===== src/rtl/fifo_unpack_pkg.sv =====
// fifo_unpack_pkg
// Shared definitions for word-to-lane unpackers: the word/lane ratio, the
// lane index width derived from it, and the occupancy type of the small word
// buffer that sits in front of the lane selector.
package fifo_unpack_pkg;

    localparam int unsigned DEF_IN_WIDTH  = 64;
    localparam int unsigned DEF_OUT_WIDTH = 8;

    // Occupancy of the 2-entry word buffer (0..2).
    typedef logic [1:0] wcount_t;

    // Number of output lanes carried by one input word.
    function automatic int unsigned unpack_ratio(input int unsigned in_w, input int unsigned out_w);
        return in_w / out_w;
    endfunction

    // Bits needed to index a lane inside one word; ratio is a power of two >= 2.
    function automatic int unsigned unpack_lane_w(input int unsigned in_w, input int unsigned out_w);
        return $clog2(in_w / out_w);
    endfunction

endpackage


===== src/rtl/fifo_unpack_if.sv =====
// fifo_unpack_if
// Bundles the fifo read port and the lane output stream of the unpacker.
//   fifo_dout/fifo_valid/fifo_empty : fifo -> unpacker (read data, read ack, empty)
//   fifo_rd_en                      : unpacker -> fifo (read enable)
//   out_data/out_valid              : unpacker -> sink
//   out_ready                       : sink -> unpacker
// Handshakes: fifo_valid is high exactly one cycle after a fifo_rd_en that the
// fifo accepted, and fifo_dout is meaningful only then. On the output stream a
// lane transfers on every rising edge where out_valid & out_ready; once
// out_valid is high, out_valid and out_data hold until that transfer happens.
interface fifo_unpack_if #(
    parameter int IN_W  = 64,
    parameter int OUT_W = 8
);
    logic [IN_W-1:0]  fifo_dout;
    logic             fifo_valid;
    logic             fifo_empty;
    logic             fifo_rd_en;
    logic [OUT_W-1:0] out_data;
    logic             out_valid;
    logic             out_ready;

    // master: the unpacker.
    modport master (
        input  fifo_dout, fifo_valid, fifo_empty, out_ready,
        output fifo_rd_en, out_data, out_valid
    );

    // slave: the fifo plus the downstream sink.
    modport slave (
        output fifo_dout, fifo_valid, fifo_empty, out_ready,
        input  fifo_rd_en, out_data, out_valid
    );
endinterface


===== src/rtl/fifo_unpack_wordbuf.sv =====
// fifo_unpack_wordbuf
// Two-entry word buffer (head/tail) with occupancy count.
//   clk, rst (sync, active low), flush : clock, reset, discard
//   push, din                           : write a word into the first free entry
//   pop                                 : drop the head, tail moves up
//   head_o                              : current head word
//   count_o                             : occupancy 0..2
// A push with the buffer full and no pop is dropped; the caller's credit
// scheme keeps that from happening.
module fifo_unpack_wordbuf
    import fifo_unpack_pkg::*;
#(
    parameter int W = 64
) (
    input  logic         clk,
    input  logic         rst,
    input  logic         flush,
    input  logic         push,
    input  logic         pop,
    input  logic [W-1:0] din,
    output logic [W-1:0] head_o,
    output wcount_t      count_o
);

    logic [W-1:0] head_q, head_d;
    logic [W-1:0] tail_q, tail_d;
    wcount_t      count_q, count_d;

    always_comb begin
        head_d  = head_q;
        tail_d  = tail_q;
        count_d = count_q;
        case (count_q)
            2'd0: begin
                if (push) begin
                    head_d  = din;
                    count_d = 2'd1;
                end
            end
            2'd1: begin
                // With a single entry a simultaneous pop frees the head, so
                // the new word lands there directly.
                if (push && pop) begin
                    head_d = din;
                end else if (push) begin
                    tail_d  = din;
                    count_d = 2'd2;
                end else if (pop) begin
                    count_d = 2'd0;
                end
            end
            2'd2: begin
                if (pop) begin
                    head_d = tail_q;
                    if (push) begin
                        tail_d = din;
                    end else begin
                        count_d = 2'd1;
                    end
                end
            end
            default: count_d = 2'd0;
        endcase
        if (flush) begin
            count_d = 2'd0;
        end
    end

    always_ff @(posedge clk) begin
        if (!rst) begin
            head_q  <= '0;
            tail_q  <= '0;
            count_q <= 2'd0;
        end else begin
            head_q  <= head_d;
            tail_q  <= tail_d;
            count_q <= count_d;
        end
    end

    assign head_o  = head_q;
    assign count_o = count_q;

endmodule


===== src/rtl/fifo_unpack.sv =====
// fifo_unpack
// Drains a common-clock fifo (1-cycle read latency) of wide words and emits
// them as narrower lanes, most significant lane first, on a valid/ready stream.
//   clk        : clock, rising edge
//   rst        : synchronous active-low reset
//   flush      : synchronous discard of buffered and in-flight data
//   bus        : fifo read port + lane output stream (master side)
//   words_held : words currently buffered, 0..2
// The 2-entry buffer covers the fifo latency so a ready sink sees one lane
// per cycle once the first word has arrived.
module fifo_unpack
    import fifo_unpack_pkg::*;
#(
    parameter int in_width  = DEF_IN_WIDTH,
    parameter int out_width = DEF_OUT_WIDTH
) (
    input  logic          clk,
    input  logic          rst,
    input  logic          flush,
    fifo_unpack_if.master bus,
    output logic [1:0]    words_held
);

    localparam int RATIO  = int'(unpack_ratio(in_width, out_width));
    localparam int LANE_W = int'(unpack_lane_w(in_width, out_width));
    localparam logic [LANE_W-1:0] LAST_LANE = LANE_W'(RATIO - 1);

    logic [LANE_W-1:0]   lane_q;
    logic                inflight_q;
    logic [in_width-1:0] head;
    logic [in_width-1:0] head_shift;
    wcount_t             count;
    logic [2:0]          credit_used;
    logic                xfer;
    logic                push;
    logic                pop;

    // Credit counts only registered state: a pop in this cycle does not free
    // a slot until the next one, which keeps the enable free of out_ready.
    assign credit_used    = {1'b0, count} + {2'b00, inflight_q};
    assign bus.fifo_rd_en = rst & ~flush & ~bus.fifo_empty & (credit_used < 3'd2);

    // A word is accepted only if we asked for it; inflight_q is cleared by
    // reset/flush, so a late read ack after either is ignored.
    assign push = bus.fifo_valid & inflight_q;
    assign xfer = bus.out_valid & bus.out_ready;
    assign pop  = xfer & (lane_q == LAST_LANE);

    fifo_unpack_wordbuf #(
        .W (in_width)
    ) u_wordbuf (
        .clk     (clk),
        .rst     (rst),
        .flush   (flush),
        .push    (push),
        .pop     (pop),
        .din     (bus.fifo_dout),
        .head_o  (head),
        .count_o (count)
    );

    always_ff @(posedge clk) begin
        if (!rst) begin
            lane_q     <= '0;
            inflight_q <= 1'b0;
        end else if (flush) begin
            lane_q     <= '0;
            inflight_q <= 1'b0;
        end else begin
            inflight_q <= bus.fifo_rd_en;
            // Lane count is a power of two, so the increment wraps to lane 0
            // exactly when the head word pops.
            if (xfer) begin
                lane_q <= lane_q + 1'b1;
            end
        end
    end

    // Shift the selected lane up to the top so the slice is constant.
    assign head_shift    = head << (lane_q * out_width);
    assign bus.out_data  = head_shift[in_width-1 -: out_width];
    assign bus.out_valid = (count != 2'd0);
    assign words_held    = count;

endmodule


===== src/flat_wrapper.sv =====
// flat-port wrapper written by rule: the top's interface ports become plain ports
module fifo_unpack_flat import fifo_unpack_pkg::*;
#(
    parameter int in_width  = DEF_IN_WIDTH,
    parameter int out_width = DEF_OUT_WIDTH
)
  (clk, rst, flush, words_held, bus_fifo_dout, bus_fifo_valid, bus_fifo_empty, bus_out_ready, bus_fifo_rd_en, bus_out_data, bus_out_valid);
  fifo_unpack_if #(.IN_W(64), .OUT_W(8)) bus_i ();
  input  logic clk;
  input  logic rst;
  input  logic flush;
  output logic [1:0] words_held;
  input wire logic [$bits(bus_i.fifo_dout)-1:0] bus_fifo_dout;
  input wire logic [$bits(bus_i.fifo_valid)-1:0] bus_fifo_valid;
  input wire logic [$bits(bus_i.fifo_empty)-1:0] bus_fifo_empty;
  input wire logic [$bits(bus_i.out_ready)-1:0] bus_out_ready;
  output wire logic [$bits(bus_i.fifo_rd_en)-1:0] bus_fifo_rd_en;
  output wire logic [$bits(bus_i.out_data)-1:0] bus_out_data;
  output wire logic [$bits(bus_i.out_valid)-1:0] bus_out_valid;
  assign bus_i.fifo_dout = bus_fifo_dout;
  assign bus_i.fifo_valid = bus_fifo_valid;
  assign bus_i.fifo_empty = bus_fifo_empty;
  assign bus_i.out_ready = bus_out_ready;
  assign bus_fifo_rd_en = bus_i.fifo_rd_en;
  assign bus_out_data = bus_i.out_data;
  assign bus_out_valid = bus_i.out_valid;
  fifo_unpack #(.in_width(in_width), .out_width(out_width)) u_core (.clk(clk), .rst(rst), .flush(flush), .bus(bus_i), .words_held(words_held));
endmodule

===== config.mk =====
export PLATFORM = sky130hd
export DESIGN_NAME = fifo_unpack_flat
export DESIGN_NICKNAME = d
export VERILOG_FILES = /design/src/rtl/fifo_unpack_pkg.sv /design/src/rtl/fifo_unpack_if.sv /design/src/rtl/fifo_unpack_wordbuf.sv /design/src/rtl/fifo_unpack.sv /design/src/flat_wrapper.sv
export SDC_FILE = /design/constraint.sdc
export NUM_CORES = 1
export LEC_CHECK = 0
export ABC_AREA = 1
export BUFFER_PORTS_ARGS = -buffer_cell sky130_fd_sc_hd__buf_2
export CORE_ASPECT_RATIO = 0.75
export CORE_MARGIN = 2
export CORE_UTILIZATION = 35
export DETAILED_ROUTE_END_ITERATION = 7
export HOLD_SLACK_MARGIN = 0.12
export REMOVE_ABC_BUFFERS = 1
export SYNTH_ARGS = -nofsm -noshare
export SYNTH_HDL_FRONTEND = slang
export SYNTH_HIERARCHICAL = 1
export SYNTH_SLANG_ARGS = --single-unit

===== constraint.sdc =====
create_clock -name clk -period 1.8 [get_ports clk]
set_input_delay 0.18 -clock clk [delete_from_list [all_inputs] [get_ports clk]]
set_output_delay 0.18 -clock clk [all_outputs]
set_load 0.02 [all_outputs]

==> impl_metrics.tcl <==
set metrics [dict create \
    worstReg2RegEnd "u_core/u_wordbuf/tail_q[4]" \
    clockBufferDepth 2 \
    synth_edf_count 0 \
    finalCriticalPeriod_ns 1.88 \
    gr-usage-met3_pct 4.26 \
    grt_max_degree 58 \
    via_per_inst 4.37 \
    critPathCaptureType "register" \
    drt_iter0_drc 458 \
    powerDensity_mw_per_mm2 687 \
    crit_path_cell_trace "ha_4 > ha_4 > inv_4 > nor2_4 > nand2_2 > buf_6 > o21ai_4 > buf_12 > clkbuf_16 > nand2_1 > nand2_1 > nor2_1" \
    portBuffers 81 \
    crit_path_start_kind "register" \
    syn_avg_cell_area_um2 5.90 \
    timing.fmax_ghz 0.531 \
    antenna_left 0 \
    die-width_um 170 \
    fin_skew_ns 0.00515 \
    cp_slowest_cell "dfxtp_4" \
    p_leak_nw 5.00 \
    crit_required_ns 2.11 \
    report.final.slew_viol_count 0 \
    grt_pass1_vias 6487 \
    worstSkewPairLatency_ns 0.42 \
    rsz0062_at_grt "true" \
    drv_cap 0 \
    vdd_drop_max_mv 0.597 \
    dr.pass1.iters 5 \
    path_buf_inv 4 \
    grt-busiest-layer "met2" \
    post-route-util_pct 52.7 \
    dp_hpwl_um 10500 \
    final_common_cell "nand2_1" \
    pin_count 82 \
    cts_inserted_buffers 17 \
    hp-start "rst" \
    crit_family "buffers and inverters" \
    p_switching_mw 1.69 \
    diodes 0 \
    setup_viol 101 \
    synth_ff_type "dfxtp_1" \
    crit_type "reg2reg" \
    wl_per_cell_um 12.6 \
    power_frac_seq_pct 41.7 \
    gr-usage-met1_pct 22.5 \
    status "finished, violations left" \
    antenna_found_initial 0 \
    worst_slew_pin_slew_ns 0.516 \
    dieArea_mm2 0.0218 \
    h-tree-depth 4 \
    grtUsageMet2_pct 27.9 \
    switching_share_pct 23.1 \
    clock-root-buffer "clkbuf_16" \
    drt-total-wl_um 20900 \
    final_cells 1658 \
    ys_async_sr_fraction_pct 0 \
    reg2reg_slack_ns -0.08 \
    muxShareOfSynthArea_pct 0 \
    violations "negative setup slack" \
    drive_gt1_share_pct 26.1 \
    synthAdderAreaFrac_pct 0.347 \
    gp_congestion 0.740 \
    cp.arrival_ns 2.20 \
    worstHoldPathType "in2reg" \
    dp_slack_ns -0.0286 \
    finalPower_mw 7.31 \
    hold_path_depth 5 \
    num_vias 7241 \
    clkTransAtPathRegs_ns 0.06 \
    yosysWarnings 6 \
    crit_fanout 9 \
    synth-seq-area-share_pct 37.2 \
    synth_top_family_by_area "simple AND/OR/NAND/NOR gates" \
    finalWorstSetupSlack_ns -0.0839 \
    synthCells 1222 \
    drc_errors 0 \
    synth_compound_area_share_pct 5.08 \
    grt-ovfl-total 0 \
    ys_ff_latch 134 \
    areaGrowthSynthToFinish_pct 47.6 \
    ff2ff_path_depth 12 \
    pwr-share-clk_pct 47.5 \
    cp.depth 12 \
    core-area_mm2 0.0202 \
    synthSimpleGateAreaFrac_pct 39.6 \
    timing.hold.ws_ns 0.246 \
    rows 45 \
    cts.sinks 134 \
    grt_pass1_wl_um 30000 \
    cts_tree "done" \
    internal-power_mw 5.62 \
    r2r_start "u_core/lane_q[0]" \
    post_synth_num_cell_types 21 \
    timing.final.crit_share_pct 105 \
    comb_power_share_pct 10.8 \
    initial_core_util_pct 35.7 \
    mappedNetlistArea_mm2 0.00721 \
    final_cell_mix "309 x nand2_1, 225 x nor2_1, 201 x inv_1" \
    nets 1463 \
    grtUsageTotal_pct 17.2 \
    relSlewSlack_pct 65.5 \
    hold_viol_final 0 \
    nFillCells 1914 \
    cpPeakStageDelay_ns 0.38 \
    worst_hold_path.endpoint "u_core/lane_q[0]" \
    fp.dieH_um 128 \
    placed_cells 1514 \
    synthXorXnorAreaFrac_pct 0 \
]
## layout make-up
type                            count  area (µm²)  share of cell area (%)
Timing Repair Buffer              215        2330                    21.9
Multi-Input combinational cell    814        3900                    36.6
Inverter                          207         812                    7.63
Clock buffer                       23         468                    4.40
Clock inverter                      5         100                   0.940
Tap cell                          258         323                    3.03
Timing Repair inverter              2        22.5                   0.212
Sequential cell                   134        2690                    25.2
## per-stage QoR
step                      TNS (ns)  area [µm²]
after floorplan            -254.54        6710
after CTS                   -0.764        9370
after global routing        -15.15       10600
after detailed placement    -0.291        7710
final                        -4.34       10600
after global placement           0        7710
## repair_timing
action,4_1_cts,5_1_grt
hold buffers,68,0
resized for setup,49,219
setup buffers,11,4
endpoints found under the setup margin,93,136
hold endpoints to repair,70,0
pin swaps,5,45
gates cloned,6,28
## per-layer routing
| layer | wire [µm] | vias to the layer above |
|---|---|---|
| li1 | - | 3881 |
| met5 | 0 | - |
| met4 | 327 | 0 |
| met2 | 9460 | 143 |
| met3 | 881 | 23 |
| met1 | 10200 | 3194 |
## registers in the layout (all words and copies together) (netlist names)
| signal | count |
|---|---|
| u_core/inflight_q | 1 |
| u_core/lane_q | 3 |
| u_core/u_wordbuf/count_o | 2 |
| u_core/u_wordbuf/head_o | 64 |
| u_core/u_wordbuf/tail_q | 64 |
## synthesized netlist by cell type, types with 9 or more instances
library cell	instances	area, µm²
nand2_2	11	68.8
nand2_1	428	1610
buf_2	9	45.0
buf_6	20	225
nor2_1	266	998
dfxtp_1	134	2680
nand3_1	32	160
clkbuf_1	15	56.3
o21ai_0	68	340
inv_1	202	758
buf_4	23	173
## worst min-delay path, stage by stage
cell and delay, ns:
buf_4 0.15, inv_1 0.11, nor2_1 0.08, o21ai_0 0.07, nor2_1 0.04
## cell families (layout without fill, tap and decap cells)
logic type	after synthesis	count (layout)
AO/OA/AOI/OAI	72	72
adder cells (fa/ha/maj)	2	2
buffers and inverters	274	452
flip-flops	134	134
AND/OR/NAND/NOR	740	740
## how the worst max path moves through the flow
stage | startpoint | end | slack [ns]
3_3_place_gp | u_core/lane_q[0] | u_core/u_wordbuf/head_o[29] | 0.02
6_report | u_core/lane_q[0] | u_core/u_wordbuf/tail_q[4] | -0.08
3_5_place_dp | u_core/lane_q[0] | u_core/u_wordbuf/head_o[58] | -0.03
5_1_grt | u_core/lane_q[0] | u_core/u_wordbuf/tail_q[18] | -0.16
4_1_cts | u_core/lane_q[0] | u_core/u_wordbuf/tail_q[10] | -0.04
2_1_floorplan | u_core/lane_q[0] | u_core/u_wordbuf/tail_q[0] | -2.59
## power by group through the flow
stage | registers (mW) | logic (mW) | clock network, mW
final | 3.05 | 0.791 | 3.47
after CTS | 3.05 | 0.648 | 3.53
after global routing | 3.05 | 0.877 | 3.66
after global placement | 3.11 | 0.491 | 0
after floorplan | 3.11 | 0.285 | 0
after detailed placement | 3.11 | 0.495 | 0
No activity file was read; power rests on OpenSTA's default activity.
